### config.mk
export PLATFORM = sky130hd
export DESIGN_NAME = bsg_one_hot_encoder_reg
export DESIGN_NICKNAME = d
export VERILOG_FILES = /design/src/rtl/bsg_one_hot_encoder_pkg.sv /design/src/rtl/bsg_one_hot_encode_tree.sv /design/src/rtl/bsg_one_hot_encoder_reg.sv
export SDC_FILE = /design/constraint.sdc
export NUM_CORES = 1
export LEC_CHECK = 0
export BUFFER_PORTS_ARGS = -buffer_cell sky130_fd_sc_hd__buf_2
export CAP_MARGIN = 0
export CORE_AREA = 4 4 41 43
export CTS_BUF_LIST = sky130_fd_sc_hd__clkbuf_8
export DETAILED_ROUTE_END_ITERATION = 6
export DIE_AREA = 0 0 45 47
export PLACE_DENSITY = 0.79
export SLEW_MARGIN = 10
export SYNTH_ARGS = -nofsm -noshare
export SYNTH_HDL_FRONTEND = slang
export SYNTH_SLANG_ARGS = --single-unit
export TNS_END_PERCENT = 50
### constraint.sdc
create_clock -name clk_i -period 0.8 [get_ports clk_i]
set_input_delay 0.04 -clock clk_i [delete_from_list [all_inputs] [get_ports clk_i]]
set_output_delay 0.04 -clock clk_i [all_outputs]
set_load 0.02 [all_outputs]
### src/rtl/bsg_one_hot_encoder_pkg.sv
// Shared sizing helpers for the registered one-hot encoder and its encode tree.
// Optional multi-hot flag output is enabled by defining ONE_HOT_MULTI_DETECT_EN.
package bsg_one_hot_encoder_pkg;

  // Safe clog2: a single-bit vector still needs a one-bit address.
  function automatic int addr_width(input int width);
    return (width <= 1) ? 1 : $clog2(width);
  endfunction

  function automatic int padded_width(input int width);
    return 1 << addr_width(width);
  endfunction

  localparam int default_width_lp        = 31;
  localparam int default_padded_width_lp = padded_width(default_width_lp);

endpackage

### src/rtl/bsg_one_hot_encode_tree.sv
// Combinational recursive halving tree: one-hot (or zero) vector to (valid, index).
// width_p must be a power of two; the caller zero-pads. addr_o is 0 whenever v_o is 0.
module bsg_one_hot_encode_tree
  import bsg_one_hot_encoder_pkg::*;
#(
  parameter int width_p    = default_padded_width_lp,
  parameter int lo_to_hi_p = 1,
  localparam int addr_w_lp = addr_width(width_p)
) (
  input  logic [width_p-1:0]   i,
  output logic                 v_o,
  output logic [addr_w_lp-1:0] addr_o
);

  if (width_p == 1) begin : g_leaf1
    assign v_o    = i[0];
    assign addr_o = '0;
  end else if (width_p == 2) begin : g_leaf2
    assign v_o = |i;
    if (lo_to_hi_p != 0) begin : g_lo
      assign addr_o = i[1] & ~i[0];
    end else begin : g_hi
      assign addr_o = i[1];
    end
  end else begin : g_node
    localparam int half_lp  = width_p / 2;
    localparam int sub_w_lp = addr_w_lp - 1;

    logic                lo_v;
    logic                hi_v;
    logic [sub_w_lp-1:0] lo_addr;
    logic [sub_w_lp-1:0] hi_addr;

    bsg_one_hot_encode_tree #(
      .width_p   (half_lp),
      .lo_to_hi_p(lo_to_hi_p)
    ) lo_tree (
      .i     (i[half_lp-1:0]),
      .v_o   (lo_v),
      .addr_o(lo_addr)
    );

    bsg_one_hot_encode_tree #(
      .width_p   (half_lp),
      .lo_to_hi_p(lo_to_hi_p)
    ) hi_tree (
      .i     (i[width_p-1:half_lp]),
      .v_o   (hi_v),
      .addr_o(hi_addr)
    );

    assign v_o = lo_v | hi_v;

    // Half-select bit becomes the MSB; an empty half reports address 0 so idle stays 0.
    if (lo_to_hi_p != 0) begin : g_lo
      assign addr_o = lo_v ? {1'b0, lo_addr} : {hi_v, hi_addr};
    end else begin : g_hi
      assign addr_o = hi_v ? {1'b1, hi_addr} : {1'b0, lo_addr};
    end
  end

endmodule

### src/rtl/bsg_one_hot_encoder_reg.sv
// Registered one-hot to binary encoder (1-cycle latency, async active-high reset).
// Define ONE_HOT_MULTI_DETECT_EN to add the registered multi_o multi-hot flag.
module bsg_one_hot_encoder_reg
  import bsg_one_hot_encoder_pkg::*;
#(
  parameter int width_p    = default_width_lp,
  parameter int lo_to_hi_p = 1,
  parameter int debug_p    = 0,
  localparam int addr_w_lp = addr_width(width_p)
) (
  input  logic                 clk_i,
  input  logic                 reset_i,
  input  logic [width_p-1:0]   i,
  output logic [addr_w_lp-1:0] addr_o,
  output logic                 v_o
`ifdef ONE_HOT_MULTI_DETECT_EN
  ,
  output logic                 multi_o
`endif
);

  localparam int padded_w_lp = padded_width(width_p);

  logic [padded_w_lp-1:0] padded;
  logic [addr_w_lp-1:0]   addr_next;
  logic                   v_next;

  assign padded[width_p-1:0] = i;
  if (padded_w_lp > width_p) begin : g_pad
    assign padded[padded_w_lp-1:width_p] = '0;
  end

  bsg_one_hot_encode_tree #(
    .width_p   (padded_w_lp),
    .lo_to_hi_p(lo_to_hi_p)
  ) tree (
    .i     (padded),
    .v_o   (v_next),
    .addr_o(addr_next)
  );

  always_ff @(posedge clk_i or posedge reset_i) begin
    if (reset_i) begin
      addr_o <= '0;
      v_o    <= 1'b0;
    end else begin
      addr_o <= addr_next;
      v_o    <= v_next;
    end
  end

`ifdef ONE_HOT_MULTI_DETECT_EN
  // Clearing the lowest set bit leaves something only if two or more bits were set.
  logic multi_next;
  assign multi_next = (i & (i - width_p'(1))) != '0;

  always_ff @(posedge clk_i or posedge reset_i) begin
    if (reset_i) begin
      multi_o <= 1'b0;
    end else begin
      multi_o <= multi_next;
    end
  end
`endif

`ifndef SYNTHESIS
  if (debug_p != 0) begin : g_debug
    always @(posedge clk_i) begin
      if (!reset_i && ($countones(i) > 1)) begin
        $error("bsg_one_hot_encoder_reg: multi-hot input %b", i);
      end
    end
  end
`endif

endmodule

=== Yosys cells after proc, flatten, opt, wreduce, memory -nomap -nowiden ===
Index checks and enable logic that the tools add are counted.

* Register bits: 6
* Latch bits: 0
* Bits in writable memories: 0
* Bits in read-only memories: 0
* Output and inout bits: 6
* Word-level logic and storage cells: 77
* Memories: 0

* $add $sub $neg: 0
* $mul: 0
* Div/mod/pow operators: 0
* $lt $le $gt $ge: 0
* Eq/ne operators: 0
* Shifts and indexed selects: 0
* Mux-type cells: 15
* Bitwise operators: 45
* Reduce and logical (&&, ||, !) cells: 15

{| class="wikitable"
|+ Operators by type and width
! cell !! count
|-
| $reduce_or A2 Y1 || 15
|-
| $mux W2 || 8
|-
| $and A1 B1 Y1 || 15
|-
| $not A1 Y1 || 15
|-
| $or A1 B1 Y1 || 15
|-
| $mux W3 || 4
|-
| $mux W4 || 2
|-
| $mux W5 || 1
|}

=== Longest topological paths before layout ===
* Depth in word-level cells: 6
* Gate-level depth with buffers: 5

=== Cells and area by module ===
From an unflattened synthesis, not the netlist that was laid out.

* Cells, all modules: 96
* Area, all modules: 905.9 um^2

{| class="wikitable"
|+ By module, submodules not included
! module !! instances !! cells each !! area an instance (um^2) !! seq. area each (um^2)
|-
| bsg_one_hot_encode_tree (tree.g_node.hi_tree.g_node.hi_tree.g_node.hi_tree ...) || 8 || 3 || 30.0 || 0.0
|-
| bsg_one_hot_encode_tree (tree.g_node.hi_tree.g_node.hi_tree.g_node.hi_tree.g_node.hi_tree ...) || 16 || 2 || 12.5 || 0.0
|-
| bsg_one_hot_encoder_reg || 1 || 8 || 157.7 || 150.1
|-
| bsg_one_hot_encode_tree (tree.g_node.hi_tree.g_node.hi_tree ...) || 4 || 4 || 37.5 || 0.0
|-
| bsg_one_hot_encode_tree (tree.g_node.hi_tree ...) || 2 || 5 || 48.8 || 0.0
|-
| bsg_one_hot_encode_tree (tree) || 1 || 6 || 60.1 || 0.0
|}

=== Least setup slack after synthesis ===
Ideal clock, no wire load.

* Path kind: input to register
* Start point: in i[23]
* End point: reg v_o
* Setup time: 0.131 ns
* Data arrival time: 1.088 ns
* Required time: 0.669 ns
* Slack: -0.419 ns
* Cell stages on the path: 4
* Buffers on the path: 0
* Cells stage by stage: or4_4 > nor2_4 > inv_1 > or3_1

* Word-level cells in the longest chain between the ends: 5

{| class="wikitable"
|+ Ends and longest elaborated chain
! what !! line !! RTL
|-
| start: declaration || bsg_one_hot_encoder_reg.sv:13 || <nowiki>input logic [width_p-1:0] i,</nowiki>
|-
| $reduce_or A2 Y1 || bsg_one_hot_encode_tree.sv:19 || <nowiki>assign v_o = |i;</nowiki>
|-
| $or A1 B1 Y1 (4 in series) || bsg_one_hot_encode_tree.sv:52 || <nowiki>assign v_o = lo_v | hi_v;</nowiki>
|-
| named net tree.v_o || bsg_one_hot_encode_tree.sv:11 || <nowiki>output logic v_o,</nowiki>
|-
| end signal: assignment || bsg_one_hot_encoder_reg.sv:48 || <nowiki>v_o <= v_next;</nowiki>
|-
| end: declaration || bsg_one_hot_encoder_reg.sv:15 || <nowiki>output logic v_o</nowiki>
|}

The timed path passes the listed nets, and every way through them passes these cells.

=== Worst setup path in the final report ===
* Start point: in i[22]
* End point: reg addr_o[0]

* Word-level cells in the longest chain between the ends: 6
* Elaborated cells between the ends (all ways): 9
* Those cells by class: 4 x mux; 4 x bitwise; 1 x reduce/logical

{| class="wikitable"
|+ Ends and longest elaborated chain
! what !! line !! RTL
|-
| $not A1 Y1 || bsg_one_hot_encode_tree.sv:21 || <nowiki>assign addr_o = i[1] & ~i[0];</nowiki>
|-
| $and A1 B1 Y1 || bsg_one_hot_encode_tree.sv:21 ||
|-
| $mux W2 || bsg_one_hot_encode_tree.sv:56 || <nowiki>assign addr_o = lo_v ? {1'b0, lo_addr} : {hi_v, hi_addr};</nowiki>
|-
| $mux W3 || bsg_one_hot_encode_tree.sv:56 ||
|-
| $mux W4 * || bsg_one_hot_encode_tree.sv:56 ||
|-
| $mux W5 * || bsg_one_hot_encode_tree.sv:56 ||
|-
| named net addr_next[0] || bsg_one_hot_encoder_reg.sv:25 || <nowiki>logic [addr_w_lp-1:0] addr_next;</nowiki>
|-
| end signal: assignment || bsg_one_hot_encoder_reg.sv:47 || <nowiki>addr_o <= addr_next;</nowiki>
|-
| end: declaration || bsg_one_hot_encoder_reg.sv:14 || <nowiki>output logic [addr_w_lp-1:0] addr_o,</nowiki>
|}

Mark *: on every way through the listed nets, which the timed path passes. The rest lies on a longest branch.

==> flow_metrics.py <==
metrics = {
    "power_and_ir_drop": {
        "pwr-share-seq_pct": 27.3,
        "p_sw_share_pct": 26.64,
        "ir_worst_vdd_mv": 0.4949,
        "p_leak_nw": 0.5552,
        "p_int_mw": 0.8462,
        "power_per_cell_area_nw_per_um2": 1028,
        "p_sw_mw": 0.3073,
        "p_comb_share_pct": 33.3,
        "clkPwrFrac_pct": 39.4,
    },
    "route": {
        "wl_met2_um": 1374,
        "drcViolationCount": 0,
        "vias": 864,
        "dr.pass1.iters": 6,
        "ant_nets": 0,
        "drt_iter0_drc": 16,
        "met1_length_um": 762,
        "wl_met3_um": 190,
        "wl_per_cell_um": 15.02,
        "totalWireLength_um": 2418,
        "topRoutingLayerUsed": "met4",
        "via_per_inst": 5.366,
    },
    "final_layout": {
        "drive_above_1_share_pct": 62.33,
        "syn_to_final_growth_pct": 112.1,
        "final_nets": 181,
        "final_cell_mix": "36 x buf_2, 36 x buf_4, 10 x nor2_1",
        "antennaDiodeCount": 0,
        "instances_no_fill": 161,
        "finalInstanceArea_um2": 1122,
    },
    "timing": {
        "tightest_slew_ps": 438.6,
        "rsz0062_at_grt": "true",
        "setup_slack_ps": -382.8,
        "slew_violations": 0,
        "period_share_pct": 147.9,
        "min_period_ps": 1183,
        "setup_viol_count_final": 6,
        "relSlewSlack_pct": 70.49,
        "fmax_mhz": 845.4,
        "finalHoldViolCount": 0,
    },
    "synthesis": {
        "syn_area_um2": 529.3,
        "synth.distinct_cells": 22,
        "syn_inst": 67,
        "syn_area_per_cell_um2": 7.899,
        "ys_seq_elements": 6,
        "yosys.area.top_type_share_pct": 28.37,
        "ys_seq_area_share_pct": 28.37,
        "syn-num-nets": 100,
        "synth_top_area_cell": "dfrtp_1",
        "synth_area_leaders": "dfrtp_1 28%, nor2_1 7.8%, nor4_2 7.1%, a21oi_1 6.6%, inv_1 5.0%",
        "yosysWarnings": 0,
    },
    "status": {
        "outcome": "complete, but fails checks",
        "failed_checks": "setup timing",
    },
    "clocking": {
        "cts.clk_slew.worst_paths_ps": 40,
        "cts_root_buf": "clkbuf_8",
        "cts_max_path_buffers": 2,
        "cts_sinks": 6,
        "cts_inserted_buffers": 3,
        "cts_tree": "yes",
        "h-tree-depth": 1,
    },
    "global_routing": {
        "grt_pass1_wl_um": 3484,
        "track_usage_pct": 22.88,
        "grt-ovfl-total": 0,
        "grt_max_degree": 7,
        "grt_pass1_vias": 892,
        "antenna_found_initial": 0,
    },
    "placed_design": {
        "port-buffer-count": 38,
        "place_hpwl_um": 1871,
        "dpl-instance-area_um2": 1001,
        "gp_congestion": 0.7275,
        "dp.cells": 155,
    },
    "floorplan": {
        "die_area_um2": 2115,
        "die_w_um": 45,
        "initial_core_util_pct": 40.67,
        "core_um2": 1301,
        "chipHeight_um": 47,
        "ios": 39,
        "num_rows": 13,
    },
    "setup_path": {
        "cp_data_arrival_time_ps": 1260,
        "cp_max_fo": 4,
        "crit_path_end_kind": "flip-flop",
        "critPathLaunchType": "primary input",
        "critPathRequiredTime_ps": 880,
        "worstSetupPathType": "primary input to flip-flop",
    },
    "flow_run": {
        "drv_cap": 0,
    },
    "hold_path": {
        "hold_class": "primary input to flip-flop",
    },
}
[logic make-up (layout without fill, tap and decap cells)]
group / after synthesis / after routing / synth area share, %
buf+inv: 7 / 86 / 4.965
compound gates: 19 / 19 / 22.93
flops: 6 / 6 / 28.37
simple gates: 35 / 35 / 43.73
[cells in the mapped netlist]
cell type and count:
nor2_1 11, dfrtp_1 6, nor4_2 3, nor3_1 3, o221ai_1 1, o31ai_1 3
inv_1 7, nand2b_1 2, nor2b_1 2, or4_4 2, nor2_4 1, nand4_1 2
a21boi_0 1, or3_1 2, nor4_1 3, o21ai_0 2, a211oi_1 3, a21oi_1 7
nor4b_4 1, o21bai_1 1, nand2_1 3, o211ai_1 1
[critical path, cell delays in order]
cell and delay, ps:
buf_6 90, or4_4 540, nor2_4 170, buf_4 130, o31ai_2 60, o211ai_1 90, o221ai_1 140
[flip-flops by register name, indices dropped and copies added (netlist names)]
name,flops
v_o,1
addr_o,5
[power by group through the flow]
| stage | sequential [mW] | clock [mW] | combinational [mW] |
|---|---|---|---|
| 2_1_floorplan | 0.329 | 0 | 0.0741 |
| 3_3_place_gp | 0.318 | 0 | 0.328 |
| 3_5_place_dp | 0.318 | 0 | 0.349 |
| 4_1_cts | 0.315 | 0.461 | 0.359 |
| 5_1_grt | 0.314 | 0.478 | 0.414 |
| 6_report | 0.314 | 0.455 | 0.384 |
[routing by layer]
layer / vias to the layer above / GRT usage, %
met5: - / 0
met4: 0 / 14.04
met3: 19 / 3.448
met2: 57 / 48.02
met1: 380 / 19.68
li1: 408 / -
[metrics by stage]
step / TNS (ps) / power (mW) / setup slack, ps / util [%] / hold slack (ps)
3_3_place_gp: -2614 / 0.6458 / -524.0 / 76.92 / -50.40
4_1_cts: -1538 / 1.134 / -349.4 / 82.50 / 102.5
6_report: -1707 / 1.153 / -382.8 / 86.25 / 108.8
2_1_floorplan: -1646 / 0.4029 / -379.0 / - / -169.0
3_5_place_dp: -2866 / 0.6671 / -583.0 / 76.92 / -36.84
5_1_grt: -2123 / 1.206 / -446.5 / 86.25 / 116.2
[worst paths after layout]
path                         start         to  slack [ps]  cells past startpoint
max in group asynchronous  reset_i  addr_o[0]         320                      3
worst min-delay path          i[1]  addr_o[1]         110                      3
worst max-delay path         i[22]  addr_o[0]        -380                      7
min in group asynchronous  reset_i  addr_o[1]         280                      3
[what timing repair did]
action	in CTS	in global routing
hold endpoints to repair	6	0
buffers inserted	1	1
setup endpoints to repair	6	6
gates resized for setup	4	7
pin swaps	3	2
hold buffers	1	0
[final cells by class]
| class | instances | area (um2) |
|---|---|---|
| Inverter | 7 | 26.28 |
| Clock buffer | 3 | 41.29 |
| Fill cell | 78 | 178.9 |
| Sequential cell | 6 | 150.1 |
| Tap cell | 15 | 18.77 |
| Multi-Input combinational cell | 54 | 391.6 |
| Timing Repair Buffer | 76 | 494.2 |
Power figures use the tool's default switching activity.
